--- src/rtl/pipe_hazard_unit.sv ---
// Scoreboard, forwarding-select and load-use stall unit for the pipelined core.
// Tracks DEPTH in-flight register writes; the youngest matching producer wins.
module pipe_hazard_unit #(
  parameter int REG_INDEX_BIT_WIDTH = 4,
  parameter int NUM_SRC             = 2,
  parameter int DEPTH               = 3,
  parameter int LOAD_READY          = 1,
  parameter int KILL_STAGES         = 1,
  parameter int HARD_ZERO           = 0,
  parameter int CNT_BITS            = 32,
  localparam int FWD_W              = $clog2(DEPTH + 1)
) (
  input  logic                                   clk,
  input  logic                                   reset,
  input  logic                                   issue_valid,
  input  logic                                   issue_wr,
  input  logic                                   issue_load,
  input  logic [REG_INDEX_BIT_WIDTH-1:0]         issue_dest,
  input  logic [NUM_SRC-1:0]                     src_valid,
  input  logic [NUM_SRC*REG_INDEX_BIT_WIDTH-1:0] src_idx,
  input  logic                                   flush,
  output logic                                   stall,
  output logic [NUM_SRC*FWD_W-1:0]               fwd_sel,
  output logic                                   wb_valid,
  output logic [REG_INDEX_BIT_WIDTH-1:0]         wb_dest,
  output logic [CNT_BITS-1:0]                    stall_count
);

  localparam int RIW = REG_INDEX_BIT_WIDTH;

  logic [DEPTH-1:0]         valid_r;
  logic [DEPTH-1:0]         load_r;
  logic [RIW-1:0]           dest_r [DEPTH];
  logic [CNT_BITS-1:0]      stall_cnt_r;

  logic [NUM_SRC*FWD_W-1:0] fwd_sel_s;
  logic [NUM_SRC-1:0]       req_s;
  logic                     stall_s;
  logic                     entry0_wr_s;

  function automatic logic hz_match(input logic sv, input logic ev,
                                    input logic [RIW-1:0] ed,
                                    input logic [RIW-1:0] si);
    logic zero_excluded;
    zero_excluded = (HARD_ZERO != 0) && (si == {RIW{1'b0}});
    hz_match = sv && ev && (ed == si) && !zero_excluded;
  endfunction

  // Per-port source select; scanning oldest to youngest lets the youngest match win.
  always_comb begin
    fwd_sel_s = {(NUM_SRC*FWD_W){1'b0}};
    req_s     = {NUM_SRC{1'b0}};
    for (int s = 0; s < NUM_SRC; s++) begin
      for (int i = DEPTH - 1; i >= 0; i--) begin
        logic m_s;
        logic early_load_s;
        m_s          = hz_match(src_valid[s], valid_r[i], dest_r[i], src_idx[s*RIW +: RIW]);
        early_load_s = load_r[i] && (i < LOAD_READY);
        fwd_sel_s[s*FWD_W +: FWD_W] = m_s ? (early_load_s ? {FWD_W{1'b0}} : FWD_W'(i + 1))
                                          : fwd_sel_s[s*FWD_W +: FWD_W];
        req_s[s] = m_s ? early_load_s : req_s[s];
      end
    end
  end

  assign stall_s     = issue_valid && !flush && (|req_s);
  assign entry0_wr_s = issue_valid && issue_wr && !stall_s && !flush;

  // Scoreboard shift; flush invalidates the youngest KILL_STAGES entries after the shift.
  always_ff @(posedge clk or negedge reset) begin
    if (!reset) begin
      valid_r <= {DEPTH{1'b0}};
      load_r  <= {DEPTH{1'b0}};
      for (int i = 0; i < DEPTH; i++) begin
        dest_r[i] <= {RIW{1'b0}};
      end
    end else begin
      for (int i = DEPTH - 1; i >= 1; i--) begin
        valid_r[i] <= valid_r[i-1] && !(flush && (i < KILL_STAGES));
        load_r[i]  <= load_r[i-1];
        dest_r[i]  <= dest_r[i-1];
      end
      valid_r[0] <= entry0_wr_s;
      load_r[0]  <= entry0_wr_s ? issue_load : 1'b0;
      dest_r[0]  <= entry0_wr_s ? issue_dest : {RIW{1'b0}};
    end
  end

  // Saturating stall-cycle counter for performance readout.
  always_ff @(posedge clk or negedge reset) begin
    if (!reset) begin
      stall_cnt_r <= {CNT_BITS{1'b0}};
    end else if (stall_s && (stall_cnt_r != {CNT_BITS{1'b1}})) begin
      stall_cnt_r <= stall_cnt_r + {{(CNT_BITS-1){1'b0}}, 1'b1};
    end else begin
      stall_cnt_r <= stall_cnt_r;
    end
  end

  assign stall       = stall_s;
  assign fwd_sel     = fwd_sel_s;
  assign wb_valid    = valid_r[DEPTH-1];
  assign wb_dest     = dest_r[DEPTH-1];
  assign stall_count = stall_cnt_r;

endmodule
--- config.mk ---
export PLATFORM = sky130hd
export DESIGN_NAME = pipe_hazard_unit
export DESIGN_NICKNAME = d
export VERILOG_FILES = /design/src/rtl/pipe_hazard_unit.sv
export SDC_FILE = /design/constraint.sdc
export NUM_CORES = 1
export LEC_CHECK = 0
export CAP_MARGIN = 20
export CORE_MARGIN = 4
export CORE_UTILIZATION = 55
export DETAILED_ROUTE_END_ITERATION = 16
export PLACE_DENSITY = 0.91
export SLEW_MARGIN = 10
export SYNTH_ARGS = -nofsm -noshare
export SYNTH_HDL_FRONTEND = slang
export SYNTH_SLANG_ARGS = --single-unit
export TNS_END_PERCENT = 10
--- constraint.sdc ---
create_clock -name clk -period 5 [get_ports clk]
set_input_delay 1 -clock clk [delete_from_list [all_inputs] [get_ports clk]]
set_output_delay 1 -clock clk [all_outputs]
set_load 0.03 [all_outputs]
==> metrics.md, run 1 <==
| Metric | Value |
|---|---|
| Outcome | completed |
| Top Ports | 62 |
| Number of buffers added by the clock tree synthesis step | 5 |
| Number of max-cap violations | 0 |
| DRC violation count after routing | 0 |
| Via count of the first global-routing pass | 2,248 |
| Max transition margin | 68.9% |
| Top cell types by occurrence after synthesis | sky130_fd_sc_hd__dfrtp_1, sky130_fd_sc_hd__xor2_1, sky130_fd_sc_hd__nand2_1 |
| Post-synthesis instance total | 249 |
| Sinks on the clock net | 48 |
| Total global-route track usage | 21.2% |
| Vias per std cell | 5.69 |
| Number of buffers between clock root and the deepest sink | 2 |
| Die span in y | 79.1 um |
| Pin count of the biggest net entering global routing | between 40 and 50 |
| Cell with the most instances on the worst path | sky130_fd_sc_hd__clkdlybuf4s50_1 |
| Actual transition at the worst max-transition pin | 0.467 ns |
| CP Cell Sequence | clkdlybuf4s50_1, xor2_1, nor3_1, nand4_1, nand2b_1, o21ai_0, clkdlybuf4s50_1 |
| Filler Cell Count | 361 |
| Layout Nets | 330 |
| Total length of routed wires | roughly 6200 um |
| Area taken by flip-flops and latches | 1200 um^2 |
| Final hold violations | 0 |
| Latest clock arrival within the worst-skew pair | 0.30 ns |
| Avg Synthesized Cell Area | 11.2 um^2 |
| Share of Yosys cell area claimed by the top area cell type | 43.2% |
| Setup repair after global routing missed its margin | no |
| Top_reg_cell synth | sky130_fd_sc_hd__dfrtp_1 |
| Endpoint type of the worst setup path | output port |
| Ratio of final minimum period to clock period | 80.5% |
| Final design instance area without fill | 3490 um^2 |
| Busiest grt layer | met2 |
| Clock tree root driver cell | sky130_fd_sc_hd__clkbuf_8 |
| Core Box Area | 4820 um^2 |
| Fin Setup TNS | 0 ns |
| Number of warning messages in the yosys log | 0 |
| Mapped Nets | 270 |
| Final number of setup-violating endpoints | 0 |
| Final max-slew violation count | 0 |
| Total of hold buffers inserted after clock tree synthesis | 0 |
| Critical path arrival | 3.02 ns |
| Drt wl/cell | 16.4 um |
| Unique cell type count in the Yosys netlist | 44 |
| Number of buffers inserted by port buffering | slightly above 60 |
| Final-layout worst hold slack | approximately 0.42 ns |
| TritonCTS clock tree | done |
| Library cell contributing the largest single delay on the critical path | sky130_fd_sc_hd__clkdlybuf4s50_1 |
| Routed vias | 2,147 |
| Horizontal die dimension | 79.1 um |
| Met1 GRT Util | 27.8% |
| Dominant cell by count in the synthesized netlist | sky130_fd_sc_hd__dfrtp_1 |
| Area of the die | 6260 um^2 |
| Largest cells by area after synthesis | sky130_fd_sc_hd__dfrtp_1, sky130_fd_sc_hd__xor2_1, sky130_fd_sc_hd__nor4_2, sky130_fd_sc_hd__xnor2_1, sky130_fd_sc_hd__nor3_2 |
| Final antenna diode count | 0 |
| Max H-tree Level | 2 |
| Total placed instance area | 3380 um^2 |
| Post-CTS resize count | 0 |
| Number of post-CTS setup repair buffers | 0 |
| Delay of the slowest cell on the worst path | just under 0.7 ns |
| Total standard cell area after synthesis | 2780 um^2 |
| Setup skew after layout | 0.00718 ns |
| Number of nets with antenna violations after detailed routing | 0 |
| Site Rows | 25 |
| Met3 Track Usage GR | about 5% |
| Final Total Pwr | 0.000686 W |
| Placer Congestion | around 0.88 |
| Synthesis-stage register bit count | 48 |
| Overflow after GRT | 0 |
| Initial antenna violation count | 0 |
| Startpoint type of the worst setup path | primary input |
| Area growth from synthesis to layout | 25.6% |
| Area of combinational cells with multiple inputs | 1450 um^2 |
| Share of layout cells above drive strength 1 | ~17% |
| Async S/R FF share, synth | between 90% and 100% |
| HPWL after detailed placement | around 4400 um |
| DR iter-0 viols | 137 |
| Type of the most critical hold path | flop to flop |
| Effective utilization at floorplan | 57.7% |
| Met2 usage | 35.0% |
| Global-route wire length before repair | approximately 11,000 um |
| Pwr Density | 197 nW/um^2 |
| Max IR drop VDD | 0.178 mV |
| Critical path peak fanout | 3 |
| Clk slew on worst S/H paths | 0.09 ns |
| Total iterations of the first detailed-routing run | 5 |
| Largest area contributor in the netlist | sky130_fd_sc_hd__dfrtp_1 |
| Leak Pwr | 1.52 nW |
| Maximum frequency from static timing analysis | 0.249 GHz |
| Critical Path RT | 4.00 ns |
| Sequential share of the synthesized area | 43.2% |
| Time the final worst path needs with I/O delays and setup | 4.02 ns |
| Worst setup path class | primary input to output port |
| Number of synthesized flops with an enable pin | 0 |
## per-stage QoR
stage / instances / util [%] / setup slack (ns)
after floorplan: 249 / - / 1.75
after global placement: 368 / 70.2 / 1.01
after detailed placement: 368 / 70.2 / 0.966
after CTS: 376 / 72.1 / 0.964
after global routing: 377 / 72.5 / 0.884
final: 377 / 72.5 / 0.977
## state kept, by name (all words and copies together) (netlist names)
signal and count:
dest_r 8, valid_r 3, wb_dest 4, load_r 1, stall_count 32
## final timing paths
check,slack (ns),from,depth (start not counted),end
min reg2reg,0.42,valid_r[1],0,valid_r[2]
max,0.98,src_idx[7],7,fwd_sel[2]
max in group asynchronous,3.89,reset,2,stall_count[24]
min in group asynchronous,0.61,reset,1,stall_count[4]
max reg2reg,2.66,stall_count[0],6,stall_count[1]
min,0.42,valid_r[1],0,valid_r[2]
## critical path, delay by kind of cell
family	cells	cell delay [ns]
buffers and inverters	2	1.17
AOI/OAI and AO/OA	1	0.13
xor gates and xnor gates	1	0.17
and+or+nand+nor	3	0.54
## report_power, final
| group | leakage [nW] | internal [W] | switching (W) | total [W] |
|---|---|---|---|---|
| Clock | 0.0455 | 0.000113 | 0.000124 | 0.000237 |
| Sequential | 0.666 | 0.000391 | 0.00000380 | 0.000395 |
| Combinational | 0.811 | 0.0000267 | 0.0000274 | 0.0000541 |
| Total | 1.52 | 0.000531 | 0.000155 | 0.000686 |
## area by class of cell
cell class	count	share of cell area (%)
timing repair buffer	63	18.1
multi-input combinational	183	41.6
clock buffer	8	2.58
sequential	48	34.4
tap	67	2.40
inverter	8	0.860
## metal layers
layer  share of wire, %  wire length, um  vias up
li1                   -                -      999
met1                 44             2710     1060
met2                 50             3080       82
met3                5.2              321        6
met4                1.0               63        0
met5                  0                0        -
## layout by cell type (no fill, tap or decap), types with 3 or more instances in the layout
cell type / n
sky130_fd_sc_hd__nand2_1: 21
sky130_fd_sc_hd__xor2_1: 38
sky130_fd_sc_hd__xnor2_1: 11
sky130_fd_sc_hd__dfrtp_1: 48
sky130_fd_sc_hd__clkdlybuf4s50_1: 60
sky130_fd_sc_hd__clkbuf_8: 6
sky130_fd_sc_hd__inv_1: 8
sky130_fd_sc_hd__nand4_1: 8
sky130_fd_sc_hd__nor4_2: 16
sky130_fd_sc_hd__and3_1: 7
sky130_fd_sc_hd__nor3_1: 6
sky130_fd_sc_hd__nor3_2: 9
sky130_fd_sc_hd__nand3_1: 17
sky130_fd_sc_hd__mux2_4: 3
sky130_fd_sc_hd__nor2_1: 8
sky130_fd_sc_hd__o21ai_0: 3
sky130_fd_sc_hd__and2_1: 5
## cell families (layout without fill, tap and decap cells)
| family | after synthesis | count (layout) | synth area share [%] |
|---|---|---|---|
| simple gates | 117 | 117 | 30.9 |
| xor+xnor | 49 | 49 | 15.4 |
| flops | 48 | 48 | 43.2 |
| buf+inv | 18 | 79 | 4.50 |
| compound gates | 12 | 12 | 3.47 |
| mux | 4 | 4 | 2.03 |
| fa+ha+maj | 1 | 1 | 0.450 |
Note: power is estimated with default switching activity, not from simulation.
==> run 2: changes to the inputs <==
--- a/config.mk
+++ b/config.mk
@@ -7,9 +7,9 @@
 export LEC_CHECK = 0
 export CAP_MARGIN = 20
 export CORE_MARGIN = 4
-export CORE_UTILIZATION = 55
+export CORE_UTILIZATION = 51
 export DETAILED_ROUTE_END_ITERATION = 16
-export PLACE_DENSITY = 0.91
+export PLACE_DENSITY = 0.86
 export SLEW_MARGIN = 10
 export SYNTH_ARGS = -nofsm -noshare
 export SYNTH_HDL_FRONTEND = slang
==> constraint.sdc (replaced) <==
create_clock -name clk -period 3.9 [get_ports clk]
set_input_delay 0.78 -clock clk [delete_from_list [all_inputs] [get_ports clk]]
set_output_delay 0.78 -clock clk [all_outputs]
set_load 0.03 [all_outputs]
==> run 2 against run 1 <==
  * Via count is 2.8% lower
  * Combinational power is 29% higher
  * Total power increased by 36%
  * First-iteration DRC count decreased by 12%
  * Clock skew about the same
  * Core utilization fell by 4.8 points
  * Worst setup slack lost 0.75 ns
  * Critical path depth stayed put
  * Die area increased by 7.0%
  * Sequential power grew 28%
  * Critical path type unchanged
  * Largest cell class unchanged
==> metrics.md, run 2 (synthesis gave the netlist of run 1 again) <==
| Metric | Value |
|---|---|
| Global-route wire length before repair | 10,400 um (-1.6%) |
| Int Power | 0.000728 W (+37%) |
| Drt wl/cell | 16.5 um (+0.69%) |
| Hold Crit Endpoint | valid_r[2] |
| Number of buffers added by the clock tree synthesis step | 5 (unchanged) |
| CP Cell Sequence | clkdlybuf4s50_1, xor2_1, nor3_1, nand4_1, nand2b_1, o21ai_0, clkdlybuf4s50_1 |
| Routed vias | 2,086 (-2.8%) |
| Max transition margin | 61.0% (-7.9 points) |
| Area growth from synthesis to layout | 26.6% |
| Setup repair after global routing missed its margin | no |
| Outcome | completed |
| Cell with the most instances on the worst path | sky130_fd_sc_hd__clkdlybuf4s50_1 |
| Max H-tree Level | 2 (unchanged) |
| Total length of routed wires | 6270 um (+1.5%) |
| DR iter-0 viols | 120 (-12%) |
| Startpoint type of the worst setup path | primary input |
| Fraction of power consumed by combinational cells | 7.5% (-0.4 points) |
| Effective utilization at floorplan | 53.4% (-4.3 points) |
| Number of flip-flops under the largest register name | 32 (unchanged) |
| Leak Pwr | 1.54 nW (+0.85%) |
| Final core utilization | 67.6% (-4.8 points) |
| Number of nets with antenna violations after detailed routing | 0 (unchanged) |
| Vias per std cell | 5.49 (-3.6%) |
| TritonCTS clock tree | done |
| Number of max-cap violations | 0 (unchanged) |
| Maximum frequency from static timing analysis | 0.272 GHz |
| HPWL after detailed placement | 4630 um (+4.7%) |
| Number of buffers inserted by port buffering | 61 (unchanged) |
| Total of hold buffers inserted after clock tree synthesis | 0 (unchanged) |
| Actual transition at the worst max-transition pin | 0.585 ns (+0.118 ns) |
| Time the final worst path needs with I/O delays and setup | 3.68 ns |
| Core Box Area | 5200 um^2 (+8.1%) |
| DRC violation count after routing | 0 (unchanged) |
| Total iterations of the first detailed-routing run | 4 (-1) |
| Switching power of the nets | 0.000207 W (+33%) |
| Worst setup path class | primary input to output port |
| Number of buffers between clock root and the deepest sink | 2 (unchanged) |
| Critical Path RT | 3.12 ns (-0.88 ns) |
| Die span in y | 81.8 um (+3.5%) |
| Register-to-register setup slack | 1.56 ns (-1.10 ns) |
| Switching share of total power | 22.1% (-0.48 points) |
| Worst Min Path Start | valid_r[1] |
| Horizontal die dimension | 81.8 um (+3.5%) |
| Share of layout cells above drive strength 1 | 17.7% (+0.32 points) |
| Library cell contributing the largest single delay on the critical path | sky130_fd_sc_hd__clkdlybuf4s50_1 |
| Layout Nets | 330 (unchanged) |
| Critical path peak fanout | 3 (unchanged) |
| Source of the worst register-to-register timing path | stall_count[0] |
| Final max-slew violation count | 0 (unchanged) |
| Busiest grt layer | met2 |
| Final hold violations | 0 (unchanged) |
| Most common library cell in the layout ignoring fill and taps | sky130_fd_sc_hd__clkdlybuf4s50_1 |
| Delay of the slowest cell on the worst path | 0.70 ns (about the same) |
| Post-CTS resize count | 0 (unchanged) |
| Area of the die | 6700 um^2 (+7.0%) |
| Fin Setup TNS | 0 ns (unchanged) |
| Clock tree root driver cell | sky130_fd_sc_hd__clkbuf_8 |
| Number of post-CTS setup repair buffers | 0 (unchanged) |
| Seq pwr share | 54.3% (-3.3 points) |
| Placer Congestion | 0.848 (-3.3%) |
| Critical path arrival | 2.90 ns (-0.12 ns) |
| Met3 Track Usage GR | 4.28% (-0.71 points) |
| Pwr Density | 265 nW/um^2 (+35%) |
| Latest clock arrival within the worst-skew pair | 0.30 ns (about the same) |
| Clk slew on worst S/H paths | 0.09 ns (about the same) |
| Site Rows | 26 (+4.0%) |
| Ratio of final minimum period to clock period | ~94% |
| Part of the power in the clock network | 38.2% (+3.7 points) |
| Pin count of the biggest net entering global routing | 49 (unchanged) |
| Number of cells on the worst reg-to-reg path | 6 (unchanged) |
| Top Ports | 62 (unchanged) |
| Via count of the first global-routing pass | 2,089 (-7.1%) |
| Met1 GRT Util | 26.9% (-0.84 points) |
| Type of the most critical hold path | flop to flop |
| Final number of setup-violating endpoints | 0 (unchanged) |
| Setup skew after layout | 0.00754 ns (+0.000354 ns) |
| Met2 usage | 35.0% (-0.041 points) |
| Endpoint type of the worst setup path | output port |
| Worst R2R End | stall_count[1] |
| Overflow after GRT | 0 (unchanged) |
| Total global-route track usage | 20.6% (-0.60 points) |
| Initial antenna violation count | 0 (unchanged) |
| Sinks on the clock net | 48 (unchanged) |
| Highest-count cells in the layout ignoring fill and taps | sky130_fd_sc_hd__clkdlybuf4s50_1, sky130_fd_sc_hd__dfrtp_1, sky130_fd_sc_hd__xor2_1, sky130_fd_sc_hd__nand2_1, sky130_fd_sc_hd__nand3_1 |
| Final antenna diode count | 0 (unchanged) |
| Max IR drop VDD | 0.179 mV (+0.54%) |
| Worst hold stages | 0 (unchanged) |
## run 2: cell count changes in the layout (fill, tap and decap cells not counted), sizes merged
| cell | before | now |
|---|---|---|
| clkbuf | 8 | 6 |
| bufinv | 0 | 1 |
| clkinv | 0 | 1 |
## run 2: worst max-delay path by stage
stage                     startpoint          to  slack [ns]  cells past startpoint
after CTS                 src_idx[7]  fwd_sel[2]        0.21                      7
after detailed placement  src_idx[7]  fwd_sel[2]        0.21                      7
final                     src_idx[7]  fwd_sel[2]        0.22                      7
after global placement    src_idx[7]  fwd_sel[2]        0.35                      7
after global routing      src_idx[7]  fwd_sel[2]        0.13                      7
after floorplan           src_idx[7]  fwd_sel[2]        1.09                      5
## run 2: cell type report
type | instances | area (um^2)
inverters | 8 | 30.0
repair buffers | 63 | 641
multi-input cells | 183 | 1450
clock buffers | 6 | 72.6
flip-flops and latches | 48 | 1200
clock inverters | 2 | 35.0
well taps | 70 | 87.6
fillers | 419 | 1680
## run 2: critical path, delay by kind of cell
kind | cells | cell delay, ns
buffers and inverters | 2 | 1.20
AO/OA/AOI/OAI | 1 | 0.18
XOR/XNOR | 1 | 0.18
AND/OR/NAND/NOR | 3 | 0.54
## run 2: metrics by stage
step	hold WS (ns)	cells	instance area (um^2)	total power (W)	setup WS, ns
CTS	0.417	379	3490	0.000937	0.213
detailed placement	0.398	371	3390	0.000584	0.214
floorplan	0.374	249	2780	0.000543	1.09
finish	0.422	380	3520	0.000934	0.223
global placement	0.401	371	3390	0.000582	0.353
global route	0.444	380	3520	0.000964	0.130
## run 2: power by group through the flow
stage / Clock [W] / Combinational [W] / Sequential (W)
6_report: 0.000357 / 0.0000700 / 0.000507
5_1_grt: 0.000380 / 0.0000763 / 0.000508
4_1_cts: 0.000362 / 0.0000674 / 0.000507
3_5_place_dp: 0 / 0.0000670 / 0.000517
3_3_place_gp: 0 / 0.0000655 / 0.000517
2_1_floorplan: 0 / 0.0000258 / 0.000517
## run 2: layer usage
layer,vias up,wire [um]
met5,-,0
met4,0,27
met3,2,287
met2,59,3290
met1,1033,2670
li1,992,-
==> run 3: changes to the inputs <==
==> constraint.sdc (replaced) <==
create_clock -name clk -period 3.5 [get_ports clk]
set_input_delay 0.7 -clock clk [delete_from_list [all_inputs] [get_ports clk]]
set_output_delay 0.7 -clock clk [all_outputs]
set_load 0.03 [all_outputs]
==> run 3 against run 2 <==
  * Sequential power grew 11%
  * Total power grew 11%
  * Wire length shrank 2.5%
  * First-iteration DRC count shrank 1.7%
  * Critical path type unchanged
  * Hold slack lost 0.13 ns
  * Largest power group unchanged
  * Sequential share of layout area is essentially flat
  * Sequential cell count is the same
  * Die area is the same
  * Register-to-register slack lost 0.41 ns
  * Largest cell class unchanged
==> metrics.md, run 3 (synthesis gave the netlist of run 1 again) <==
| Metric | Value |
|---|---|
| Area of the die | 6700 um^2 (unchanged) |
| Critical path arrival | 2.70 ns (-0.20 ns) |
| Share of layout cells above drive strength 1 | 17.7% (unchanged) |
| Routed vias | 2,069 (-0.81%) |
| Time the final worst path needs with I/O delays and setup | 3.40 ns |
| Cell total after placement | 371 (unchanged) |
| Via count of the first global-routing pass | 2,069 (-0.96%) |
| Seq pwr share | 54.6% (+0.3 points) |
| Total global-route track usage | 19.9% (-0.67 points) |
| Type of the most critical hold path | primary input to asynchronous set/reset pin |
| Number of max-cap violations | 0 (unchanged) |
| Drt wl/cell | 16.1 um (-2.5%) |
| Startpoint type of the worst setup path | primary input |
| Pin count of the biggest net entering global routing | 49 (unchanged) |
| Final Total Pwr | 0.00104 W (+11%) |
| Total length of routed wires | 6110 um (-2.5%) |
| Number of post-CTS setup repair buffers | 0 (unchanged) |
| Maximum frequency from static timing analysis | 0.294 GHz |
| Overflow after GRT | 0 (unchanged) |
| Total iterations of the first detailed-routing run | 4 (unchanged) |
| Final antenna diode count | 0 (unchanged) |
| Top Ports | 62 (unchanged) |
| Delay of the slowest cell on the worst path | 0.69 ns (about the same) |
| Number of buffers inserted by port buffering | 61 (unchanged) |
| Setup repair after global routing missed its margin | no |
| Total placed instance area | 3390 um^2 (unchanged) |
| DRC violation count after routing | 0 (unchanged) |
| Switching power of the nets | 0.000226 W (+9.2%) |
| Cell with the most instances on the worst path | sky130_fd_sc_hd__clkdlybuf4s50_1 |
| Critical Path RT | 2.80 ns (-0.32 ns) |
| HPWL after detailed placement | 4650 um (+0.35%) |
| Number of flip-flops under the largest register name | 32 (unchanged) |
| Endpoint type of the worst setup path | output port |
| TritonCTS clock tree | done |
| Number of nets with antenna violations after detailed routing | 0 (unchanged) |
| Worst setup path class | primary input to output port |
| Layout Nets | 330 (unchanged) |
| Core Box Area | 5200 um^2 (unchanged) |
| DR iter-0 viols | 118 (-1.7%) |
| Total of hold buffers inserted after clock tree synthesis | 0 (unchanged) |
| Horizontal die dimension | 81.8 um (unchanged) |
| Number of buffers between clock root and the deepest sink | 2 (unchanged) |
| Ratio of final minimum period to clock period | 97.2% |
| Placer Congestion | 0.848 (about the same) |
| Clk slew on worst S/H paths | 0.09 ns (about the same) |
| Leak Pwr | 1.55 nW (+1.0%) |
| Final number of setup-violating endpoints | 0 (unchanged) |
| Latest clock arrival within the worst-skew pair | 0.30 ns (about the same) |
| Area growth from synthesis to layout | 26.5% |
| Max H-tree Level | 2 (unchanged) |
| Actual transition at the worst max-transition pin | 0.471 ns (-0.114 ns) |
| Initial antenna violation count | 0 (unchanged) |
| Post-CTS resize count | 0 (unchanged) |
| Max transition margin | 68.6% (+7.6 points) |
| Highest-count cells in the layout ignoring fill and taps | sky130_fd_sc_hd__clkdlybuf4s50_1, sky130_fd_sc_hd__dfrtp_1, sky130_fd_sc_hd__xor2_1, sky130_fd_sc_hd__nand2_1, sky130_fd_sc_hd__nand3_1 |
| Pwr Density | 294 nW/um^2 (+11%) |
| Global-route wire length before repair | 10,100 um (-2.8%) |
| Fraction of power consumed by combinational cells | 7.4% (about the same) |
| CP Cell Sequence | clkdlybuf4s50_1, xor2_1, or2_2, nor2_1, nand2_1, o21ai_0, clkdlybuf4s50_1 |
| Switching share of total power | 21.8% (-0.33 points) |
| Final max-slew violation count | 0 (unchanged) |
| Site Rows | 26 (unchanged) |
| Setup skew after layout | 0.00649 ns (-0.00105 ns) |
| Library cell contributing the largest single delay on the critical path | sky130_fd_sc_hd__clkdlybuf4s50_1 |
| Number of buffers added by the clock tree synthesis step | 5 (unchanged) |
| Fin cells | 380 (unchanged) |
| Int Power | 0.000810 W (+11%) |
| Final hold violations | 0 (unchanged) |
| Critical path peak fanout | 4 (+1) |
| Max IR drop VDD | 0.195 mV (+9.0%) |
| Part of the power in the clock network | 38.0% (-0.2 points) |
| Outcome | completed |
| Clock tree root driver cell | sky130_fd_sc_hd__clkbuf_8 |
| Most common library cell in the layout ignoring fill and taps | sky130_fd_sc_hd__clkdlybuf4s50_1 |
| Vias per std cell | 5.44 (-0.81%) |
| Sinks on the clock net | 48 (unchanged) |
| Final core utilization | 67.5% (-0.096 points) |
| Final design instance area without fill | 3520 um^2 (-0.14%) |
| Die span in y | 81.8 um (unchanged) |
| Effective utilization at floorplan | 53.4% (unchanged) |
-- run 3: cell types whose count changed in the layout (fill, tap and decap cells not counted) --
cell,delta
sky130_fd_sc_hd__dlymetal6s2s_1,+1
sky130_fd_sc_hd__buf_12,+1
sky130_fd_sc_hd__clkdlybuf4s50_1,-1
sky130_fd_sc_hd__buf_16,-1
-- run 3: path summary, 6_finish.rpt --
path / cells past startpoint / slack, ns / from / to
worst max-delay path: 7 / 0.1 / src_idx[1] / fwd_sel[0]
worst min-delay path: 1 / 0.30 / reset / dest_r[8]
worst max register to register: 6 / 1.15 / stall_count[0] / stall_count[1]
worst min register to register: 0 / 0.43 / valid_r[1] / valid_r[2]
max in group asynchronous: 2 / 2.72 / reset / stall_count[26]
min in group clk: 0 / 0.43 / valid_r[1] / valid_r[2]
-- run 3: critical path: cells and delay by family --
kind	cells	cell delay, ns
AOI/OAI and AO/OA	1	0.07
and+or+nand+nor	3	0.56
buffers and inverters	2	1.19
xor gates and xnor gates	1	0.19
-- run 3: power groups by stage --
stage,combinational (W),sequential (W),clock [W]
2_1_floorplan,0.0000288,0.000576,0
6_report,0.0000764,0.000565,0.000394
5_1_grt,0.0000840,0.000566,0.000417
3_3_place_gp,0.0000730,0.000576,0
3_5_place_dp,0.0000746,0.000576,0
4_1_cts,0.0000748,0.000565,0.000399
-- run 3: final cells by class --
cell class              count  area, um^2
fillers                   412        1690
multi-input cells         183        1450
flip-flops and latches     48        1200
repair buffers             63         636
well taps                  70        87.6
clock buffers               6        72.6
clock inverters             2        35.0
inverters                   8        30.0
-- run 3: through the flow --
stage | hold WS (ns) | worst slack, ns | TNS [ns]
2_1_floorplan | 0.374 | 0.845 | 0
3_3_place_gp | 0.401 | 0.113 | 0
3_5_place_dp | 0.411 | -0.000401 | -0.000401
4_1_cts | 0.431 | 0.0000733 | 0
5_1_grt | 0.310 | 0.00785 | 0
6_report | 0.296 | 0.0991 | 0
-- run 3: per-layer routing --
layer | vias up | GRT usage (%) | part of all wire (%)
met3 | 9 | 3.62 | 3.8
met1 | 1014 | 27.2 | 44
met5 | - | 0 | 0
met2 | 56 | 32.6 | 51
met4 | 0 | 5.32 | 1.3
li1 | 990 | - | -
